$ cat src/rtl/mult_queue_pkg.sv
// Shared types and defaults for the multiplier request queue.
// Holds the FSM state encoding, data width and the FIFO entry layout.
package mult_queue_pkg;

   localparam int DATA_W      = 32;
   localparam int DEPTH_DEF   = 4;
   localparam int TIMEOUT_DEF = 64;

   typedef enum logic [1:0] {
      IDLE   = 2'd0,
      LAUNCH = 2'd1,
      WAIT   = 2'd2
   } state_e;

   // One queued operand pair; packs as {a, b} (64 bits).
   typedef struct packed {
      logic [DATA_W-1:0] a;
      logic [DATA_W-1:0] b;
   } req_t;

endpackage

$ cat src/rtl/mult_queue_if.sv
// Bundle of the request, multiplier and result handshakes around mult_queue.
// The queue uses the slave view; the surrounding environment uses the master view.
interface mult_queue_if;
   import mult_queue_pkg::*;

   logic              req_valid;
   logic              req_ready;
   logic [DATA_W-1:0] req_a;
   logic [DATA_W-1:0] req_b;

   logic [DATA_W-1:0] mult_a;
   logic [DATA_W-1:0] mult_b;
   logic              doMult;
   logic              mult_done;
   logic [DATA_W-1:0] mult_out;

   logic              res_valid;
   logic              res_ready;
   logic [DATA_W-1:0] res_out;
   logic              err_timeout;

   modport slave (
      input  req_valid, req_a, req_b, mult_done, mult_out, res_ready,
      output req_ready, mult_a, mult_b, doMult, res_valid, res_out, err_timeout
   );

   modport master (
      output req_valid, req_a, req_b, mult_done, mult_out, res_ready,
      input  req_ready, mult_a, mult_b, doMult, res_valid, res_out, err_timeout
   );

endinterface

$ cat src/rtl/mult_req_fifo.sv
// Operand-pair FIFO with synchronous-read storage: a freshly written entry is
// presented at head_o (empty_o low) one cycle after it lands in the array.
module mult_req_fifo
   import mult_queue_pkg::*;
#(
   parameter int DEPTH = DEPTH_DEF
) (
   input  logic                       clk,
   input  logic                       reset,
   input  logic                       push_i,
   input  req_t                       push_data_i,
   input  logic                       pop_i,
   output req_t                       head_o,
   output logic                       full_o,
   output logic                       empty_o,
   output logic [$clog2(DEPTH+1)-1:0] count_o
);

   localparam int PTR_W = $clog2(DEPTH);
   localparam int CNT_W = $clog2(DEPTH+1);

   req_t             mem_q [DEPTH];
   logic [PTR_W-1:0] wr_ptr_q, rd_ptr_q;
   logic [CNT_W-1:0] count_q, count_d;
   req_t             head_q;
   logic             head_vld_q;
   logic             push_ok, pop_ok;

   assign full_o  = (count_q == CNT_W'(DEPTH));
   assign empty_o = !head_vld_q;
   assign head_o  = head_q;
   assign count_o = count_q;

   assign push_ok = push_i && !full_o;
   assign pop_ok  = pop_i && head_vld_q;

   // NOTE: every variable assigned in always_comb gets a default first, so no latch is inferred.
   always_comb begin
      count_d = count_q;
      if (push_ok && !pop_ok) begin
         count_d = count_q + CNT_W'(1);
      end else if (!push_ok && pop_ok) begin
         count_d = count_q - CNT_W'(1);
      end
   end

   // NOTE: the storage array has no reset; count and pointers alone define which entries are live.
   always_ff @(posedge clk) begin
      if (push_ok) begin
         mem_q[wr_ptr_q] <= push_data_i;
      end
   end

   // NOTE: sequential state uses non-blocking assignments so every register samples pre-edge values.
   always_ff @(posedge clk) begin
      if (!reset) begin
         wr_ptr_q   <= '0;
         rd_ptr_q   <= '0;
         count_q    <= '0;
         head_q     <= '0;
         head_vld_q <= 1'b0;
      end else begin
         count_q <= count_d;
         if (push_ok) begin
            wr_ptr_q <= wr_ptr_q + PTR_W'(1);
         end
         if (pop_ok) begin
            rd_ptr_q <= rd_ptr_q + PTR_W'(1);
         end
         // Head is refetched the cycle after a pop, once rd_ptr_q points at the next entry.
         head_q     <= mem_q[rd_ptr_q];
         head_vld_q <= (count_q != '0) && !pop_ok;
      end
   end

endmodule

$ cat src/rtl/mult_queue.sv
// Queues operand pairs and feeds them one at a time to an external multu,
// holding each product in a single result slot with a per-operation timeout.
module mult_queue
   import mult_queue_pkg::*;
#(
   parameter int DEPTH   = DEPTH_DEF,
   parameter int TIMEOUT = TIMEOUT_DEF
) (
   input  logic         clk,
   input  logic         reset,
   mult_queue_if.slave  bus
);

   localparam int CNT_W  = $clog2(TIMEOUT+1);
   localparam int FCNT_W = $clog2(DEPTH+1);

   state_e            state_q, state_d;
   logic [CNT_W-1:0]  wait_cnt_q, wait_cnt_d;
   logic [DATA_W-1:0] mult_a_q, mult_b_q;
   logic [DATA_W-1:0] res_out_q;
   logic              res_valid_q;
   logic              err_q;

   logic              res_load, timeout_hit;
   logic              do_mult, fifo_pop;

   req_t              fifo_head;
   logic              fifo_full, fifo_empty;
   logic [FCNT_W-1:0] fifo_count;
   logic              unused_fifo_count;

   mult_req_fifo #(
      .DEPTH (DEPTH)
   ) u_fifo (
      .clk         (clk),
      .reset       (reset),
      .push_i      (bus.req_valid),
      .push_data_i ('{a: bus.req_a, b: bus.req_b}),
      .pop_i       (fifo_pop),
      .head_o      (fifo_head),
      .full_o      (fifo_full),
      .empty_o     (fifo_empty),
      .count_o     (fifo_count)
   );

   assign unused_fifo_count = ^fifo_count;

   always_ff @(posedge clk) begin
      if (!reset) begin
         state_q    <= IDLE;
         wait_cnt_q <= '0;
      end else begin
         state_q    <= state_d;
         wait_cnt_q <= wait_cnt_d;
      end
   end

   always_comb begin
      state_d     = state_q;
      wait_cnt_d  = '0;
      res_load    = 1'b0;
      timeout_hit = 1'b0;
      case (state_q)
         IDLE: begin
            if (!fifo_empty && (!res_valid_q || bus.res_ready)) begin
               state_d = LAUNCH;
            end
         end
         LAUNCH: begin
            state_d = WAIT;
         end
         WAIT: begin
            wait_cnt_d = wait_cnt_q + CNT_W'(1);
            // First WAIT cycle skips mult_done: it may still be high from the previous product.
            if ((wait_cnt_q != '0) && bus.mult_done) begin
               res_load = 1'b1;
               state_d  = IDLE;
            end else if (wait_cnt_d == CNT_W'(TIMEOUT)) begin
               timeout_hit = 1'b1;
               state_d     = IDLE;
            end
         end
         default: begin
            state_d = IDLE;
         end
      endcase
   end

   always_comb begin
      do_mult  = (state_q == LAUNCH);
      fifo_pop = (state_q == LAUNCH);
   end

   always_ff @(posedge clk) begin
      if (!reset) begin
         mult_a_q    <= '0;
         mult_b_q    <= '0;
         res_out_q   <= '0;
         res_valid_q <= 1'b0;
         err_q       <= 1'b0;
      end else begin
         if ((state_q == IDLE) && (state_d == LAUNCH)) begin
            mult_a_q <= fifo_head.a;
            mult_b_q <= fifo_head.b;
         end
         // A completing product wins over a same-cycle consume of the previous one.
         if (res_load) begin
            res_out_q   <= bus.mult_out;
            res_valid_q <= 1'b1;
         end else if (res_valid_q && bus.res_ready) begin
            res_valid_q <= 1'b0;
         end
         if (timeout_hit) begin
            err_q <= 1'b1;
         end
      end
   end

   assign bus.req_ready   = !fifo_full;
   assign bus.mult_a      = mult_a_q;
   assign bus.mult_b      = mult_b_q;
   assign bus.doMult      = do_mult;
   assign bus.res_valid   = res_valid_q;
   assign bus.res_out     = res_out_q;
   assign bus.err_timeout = err_q;

endmodule

$ cat src/flat_wrapper.sv
// flat-port wrapper written by rule: the top's interface ports become plain ports
module mult_queue_flat import mult_queue_pkg::*;
#(
   parameter int DEPTH   = DEPTH_DEF,
   parameter int TIMEOUT = TIMEOUT_DEF
)
  (clk, reset, bus_req_valid, bus_req_a, bus_req_b, bus_mult_done, bus_mult_out, bus_res_ready, bus_req_ready, bus_mult_a, bus_mult_b, bus_doMult, bus_res_valid, bus_res_out, bus_err_timeout);
  mult_queue_if bus_i ();
  input  logic clk;
  input  logic reset;
  input wire logic [$bits(bus_i.req_valid)-1:0] bus_req_valid;
  input wire logic [$bits(bus_i.req_a)-1:0] bus_req_a;
  input wire logic [$bits(bus_i.req_b)-1:0] bus_req_b;
  input wire logic [$bits(bus_i.mult_done)-1:0] bus_mult_done;
  input wire logic [$bits(bus_i.mult_out)-1:0] bus_mult_out;
  input wire logic [$bits(bus_i.res_ready)-1:0] bus_res_ready;
  output wire logic [$bits(bus_i.req_ready)-1:0] bus_req_ready;
  output wire logic [$bits(bus_i.mult_a)-1:0] bus_mult_a;
  output wire logic [$bits(bus_i.mult_b)-1:0] bus_mult_b;
  output wire logic [$bits(bus_i.doMult)-1:0] bus_doMult;
  output wire logic [$bits(bus_i.res_valid)-1:0] bus_res_valid;
  output wire logic [$bits(bus_i.res_out)-1:0] bus_res_out;
  output wire logic [$bits(bus_i.err_timeout)-1:0] bus_err_timeout;
  assign bus_i.req_valid = bus_req_valid;
  assign bus_i.req_a = bus_req_a;
  assign bus_i.req_b = bus_req_b;
  assign bus_i.mult_done = bus_mult_done;
  assign bus_i.mult_out = bus_mult_out;
  assign bus_i.res_ready = bus_res_ready;
  assign bus_req_ready = bus_i.req_ready;
  assign bus_mult_a = bus_i.mult_a;
  assign bus_mult_b = bus_i.mult_b;
  assign bus_doMult = bus_i.doMult;
  assign bus_res_valid = bus_i.res_valid;
  assign bus_res_out = bus_i.res_out;
  assign bus_err_timeout = bus_i.err_timeout;
  mult_queue #(.DEPTH(DEPTH), .TIMEOUT(TIMEOUT)) u_core (.clk(clk), .reset(reset), .bus(bus_i));
endmodule
$ cat config.mk
export PLATFORM = sky130hd
export DESIGN_NAME = mult_queue_flat
export DESIGN_NICKNAME = d
export VERILOG_FILES = /design/src/rtl/mult_queue_pkg.sv /design/src/rtl/mult_queue_if.sv /design/src/rtl/mult_req_fifo.sv /design/src/rtl/mult_queue.sv /design/src/flat_wrapper.sv
export SDC_FILE = /design/constraint.sdc
export NUM_CORES = 1
export LEC_CHECK = 0
export BUFFER_PORTS_ARGS = -buffer_cell sky130_fd_sc_hd__buf_2
export CAP_MARGIN = 20
export CELL_PAD_IN_SITES_DETAIL_PLACEMENT = 0
export CELL_PAD_IN_SITES_GLOBAL_PLACEMENT = 1
export CORE_MARGIN = 5
export CORE_UTILIZATION = 50
export DETAILED_ROUTE_END_ITERATION = 6
export HOLD_SLACK_MARGIN = 0.05
export PLACE_DENSITY = 0.85
export REMOVE_ABC_BUFFERS = 1
export SLEW_MARGIN = 0
export SYNTH_ARGS = -nofsm -noshare
export SYNTH_HDL_FRONTEND = slang
export SYNTH_SLANG_ARGS = --single-unit
$ cat constraint.sdc
create_clock -name clk -period 8.2 [get_ports clk]
set_clock_uncertainty 0.2 [all_clocks]
set_input_delay 0.82 -clock clk [delete_from_list [all_inputs] [get_ports clk]]
set_output_delay 0.82 -clock clk [all_outputs]
set_load 0.02 [all_outputs]
==> results.sh <==
export IMPL_layout_drive_gt1_share_pct=28.1
export IMPL_vias_per_cell=5.10
export IMPL_port_buffers=200
export IMPL_cp_max_fo=7
export IMPL_fin_nets=1288
export IMPL_cts_buffers=43
export IMPL_internal_power_mw=4.01
export IMPL_clk_latency_ps=520
export IMPL_ctsHoldBuffers=0
export IMPL_crit_buf_inv=1
export IMPL_syn_area_per_cell_sq_um=15.5
export IMPL_crit_type="register to register"
export IMPL_grt_pass1_vias=8512
export IMPL_grt_first_pass_wirelength_um=45200
export IMPL_fin_ws_ps=5480
export IMPL_pre_cts_ws_ps=5070
export IMPL_ant_nets=0
export IMPL_post_cts_resized=0
export IMPL_ys_warnings_count=0
export IMPL_worst_slew_pin_slew_ps=1010
export IMPL_hp_class="register to register"
export IMPL_final_cells=1611
export IMPL_powerDensity_mw_per_mm2=291
export IMPL_cp_top_family="adder cells"
export IMPL_max_slew_margin_rel_pct=32.9
export IMPL_final_fill_count=2363
export IMPL_cp_depth=8
export IMPL_place_hpwl_um=16800
export IMPL_synth_top_area_cell="edfxtp_1"
export IMPL_status="finished, final reports clean"
export IMPL_gr_total_overflow=0
export IMPL_syn_to_final_growth_pct=17.8
export IMPL_power_switching_mw=1.26
export IMPL_clkTransAtPathRegs_ps=60
export IMPL_ios=201
export IMPL_core_area_sq_mm=0.0304
export IMPL_drc=0
export IMPL_rr_worst_depth=8
export IMPL_comb_power_share_pct=11.9
export IMPL_leakage_nw=6.52
export IMPL_gp_congestion=0.740
export IMPL_clk_path_buf_depth=3
export IMPL_grt_start_max_net_pins=108
export IMPL_most_common_layout_cells="edfxtp_1, buf_2, dfxtp_1"
export IMPL_htree_levels=2
export IMPL_synth_area_top_cells="edfxtp_1, dfxtp_1, mux4_2"
export IMPL_critPathArrivalTime_ps=2970
export IMPL_period_share_pct=33.2
export IMPL_ys_async_sr_fraction_pct=0
export IMPL_drt_iter0_drc=417
export IMPL_synth_distinct_cells=33
export IMPL_hold_depth=2
export IMPL_min_period_ps=2720
export IMPL_synth_edf_count=256
export IMPL_cp_data_required_time_ps=8440
export IMPL_postCtsSetupBuffers=0
export IMPL_hold_viol_final=0
export IMPL_ys_seq_area_share_pct=73.5
export IMPL_ys_ff_latch=435
export IMPL_cp_slowest_cell="a21boi_1"
export IMPL_dieWidth_um=185
export IMPL_syn_area_sq_mm=0.0153
export IMPL_cts_sinks=435
export IMPL_fin_util_pct=59.4
export IMPL_firstDrtPassIters=4
export IMPL_rows=64
export IMPL_power_frac_seq_pct=50.7
export IMPL_grt_usage_pct=16.6
export IMPL_max_freq_ghz=0.367
export IMPL_end_kind="register"
export IMPL_netlist_area_leader_share_pct=50.1
export IMPL_placedInstanceArea_sq_mm=0.0166
export IMPL_tritoncts="built"
export IMPL_ys_flop_type="edfxtp_1"
export IMPL_vdd_drop_max_mv=0.181
export IMPL_place_inst=1530
export IMPL_final_area_sq_mm=0.0181
export IMPL_mostFrequentLayoutCell="edfxtp_1"
export IMPL_rsz0062_at_grt="false"
export IMPL_grt_antenna_before_repair=6
export IMPL_final_max_slew_viol_count=0
export IMPL_initial_utilization_pct=50.4
export IMPL_setup_viol=0
export IMPL_drv_cap=0
export IMPL_setup_tns_ps=0
export IMPL_dieHeight_um=185
export IMPL_wl_um=28500
export IMPL_clkPwrFrac_pct=37.4
export IMPL_crit_path_start_kind="register"
export IMPL_synth_cells=988
export IMPL_critical_path_max_stage_delay_ps=520
export IMPL_vias=8223
export IMPL_die_area_sq_mm=0.0343
export IMPL_crit_chain="nor2_1, a21boi_1, ha_1, inv_1, fa_1, xor2_1, or3_1, a21boi_0"
export IMPL_p_sw_share_pct=23.9
export IMPL_wl_per_cell_um=17.7
export IMPL_cts_root_buf="clkbuf_16"
[worst register-to-register path, cell delays in order, from the launching register on]
cell and delay [ps]:
dfxtp_1 420, nor2_1 90, a21boi_1 520, ha_1 280
inv_1 70, fa_1 430, xor2_1 180, or3_1 300
a21boi_0 160
[cells by family after synthesis]
logic type / after synthesis / synth area share (%)
AOI/OAI and AO/OA: 110 / 4.80
adders and majority gates: 8 / 0.701
DFF: 435 / 73.5
xor gates and xnor gates: 8 / 0.457
buffers and inverters: 62 / 1.97
muxes: 66 / 9.53
and+or+nand+nor: 299 / 9.08
[worst paths after layout]
check	endpoint	slack [ps]	startpoint
setup / recovery	u_core.u_fifo.count_o[2]	5480	u_core.u_fifo.count_o[0]
hold reg to reg	u_core.bus.mult_b[18]	230	u_core.u_fifo.head_o[18]
hold / removal	u_core.bus.mult_b[18]	230	u_core.u_fifo.head_o[18]
setup reg to reg	u_core.u_fifo.count_o[2]	5480	u_core.u_fifo.count_o[0]
[registers in the layout (all words and copies together), names as in the netlist]
name and flops:
u_core.state_q 2, u_core.u_fifo.head_vld_q 1, u_core.u_fifo.rd_ptr_q 2, u_core.u_fifo.count_o 3, u_core.bus.err_timeout 1, u_core.bus.mult_b 32, u_core.u_fifo.mem_q 256, u_core.bus.mult_a 32
u_core.bus.res_valid 1, u_core.u_fifo.head_o 64, u_core.u_fifo.wr_ptr_q 2, u_core.bus.res_out 32, u_core.wait_cnt_q 7
[power groups by stage]
stage                     sequential [mW]  combinational [mW]  clock (mW)
final                                2.67               0.629        1.97
after floorplan                      2.76               0.353           0
after detailed placement             2.72               0.647           0
after global placement               2.71               0.635           0
after global routing                 2.69               0.701        2.12
after CTS                            2.68               0.649        2.02
[metal layers]
| layer | part of all wire (%) | vias up | global-route usage, % |
|---|---|---|---|
| li1 | - | 3965 | - |
| met1 | 42 | 3977 | 21.0 |
| met2 | 49 | 224 | 29.1 |
| met3 | 7.3 | 47 | 4.30 |
| met4 | 1.6 | 10 | 3.64 |
| met5 | 0.16 | - | 0 |
[area by class of cell]
| class | count | area (sq um) | share of cell area (%) |
|---|---|---|---|
| sequential | 435 | 11300 | 62.4 |
| multi-input combinational | 491 | 3800 | 21.0 |
| clock buffer | 62 | 1220 | 6.73 |
| timing repair buffer | 203 | 1030 | 5.70 |
| tap | 396 | 495 | 2.74 |
| clock inverter | 18 | 231 | 1.28 |
| inverter | 5 | 18.8 | 0.104 |
| antenna | 1 | 2.50 | 0.0138 |
[per-stage QoR]
step	power, mW	hold WS [ps]
after global placement	3.34	233
after detailed placement	3.37	242
after floorplan	3.11	226
after CTS	5.34	247
after global routing	5.52	254
final	5.27	233
[cell usage after synthesis, types with 2 or more instances]
cell type	instances
edfxtp_1	256
dfxtp_1	179
nand2_1	166
and2_1	74
a21boi_0	66
mux4_2	64
nand3_1	39
clkbuf_1	28
o21ai_1	27
buf_2	13
o21ai_0	10
ha_1	7
buf_4	6
nor2_1	6
buf_1	5
inv_1	5
or3_1	5
xnor2_1	5
buf_6	4
nor2b_1	4
a21oi_1	3
xor2_1	3
and3_1	2
mux2i_1	2
(Power assumes the default switching activity.)
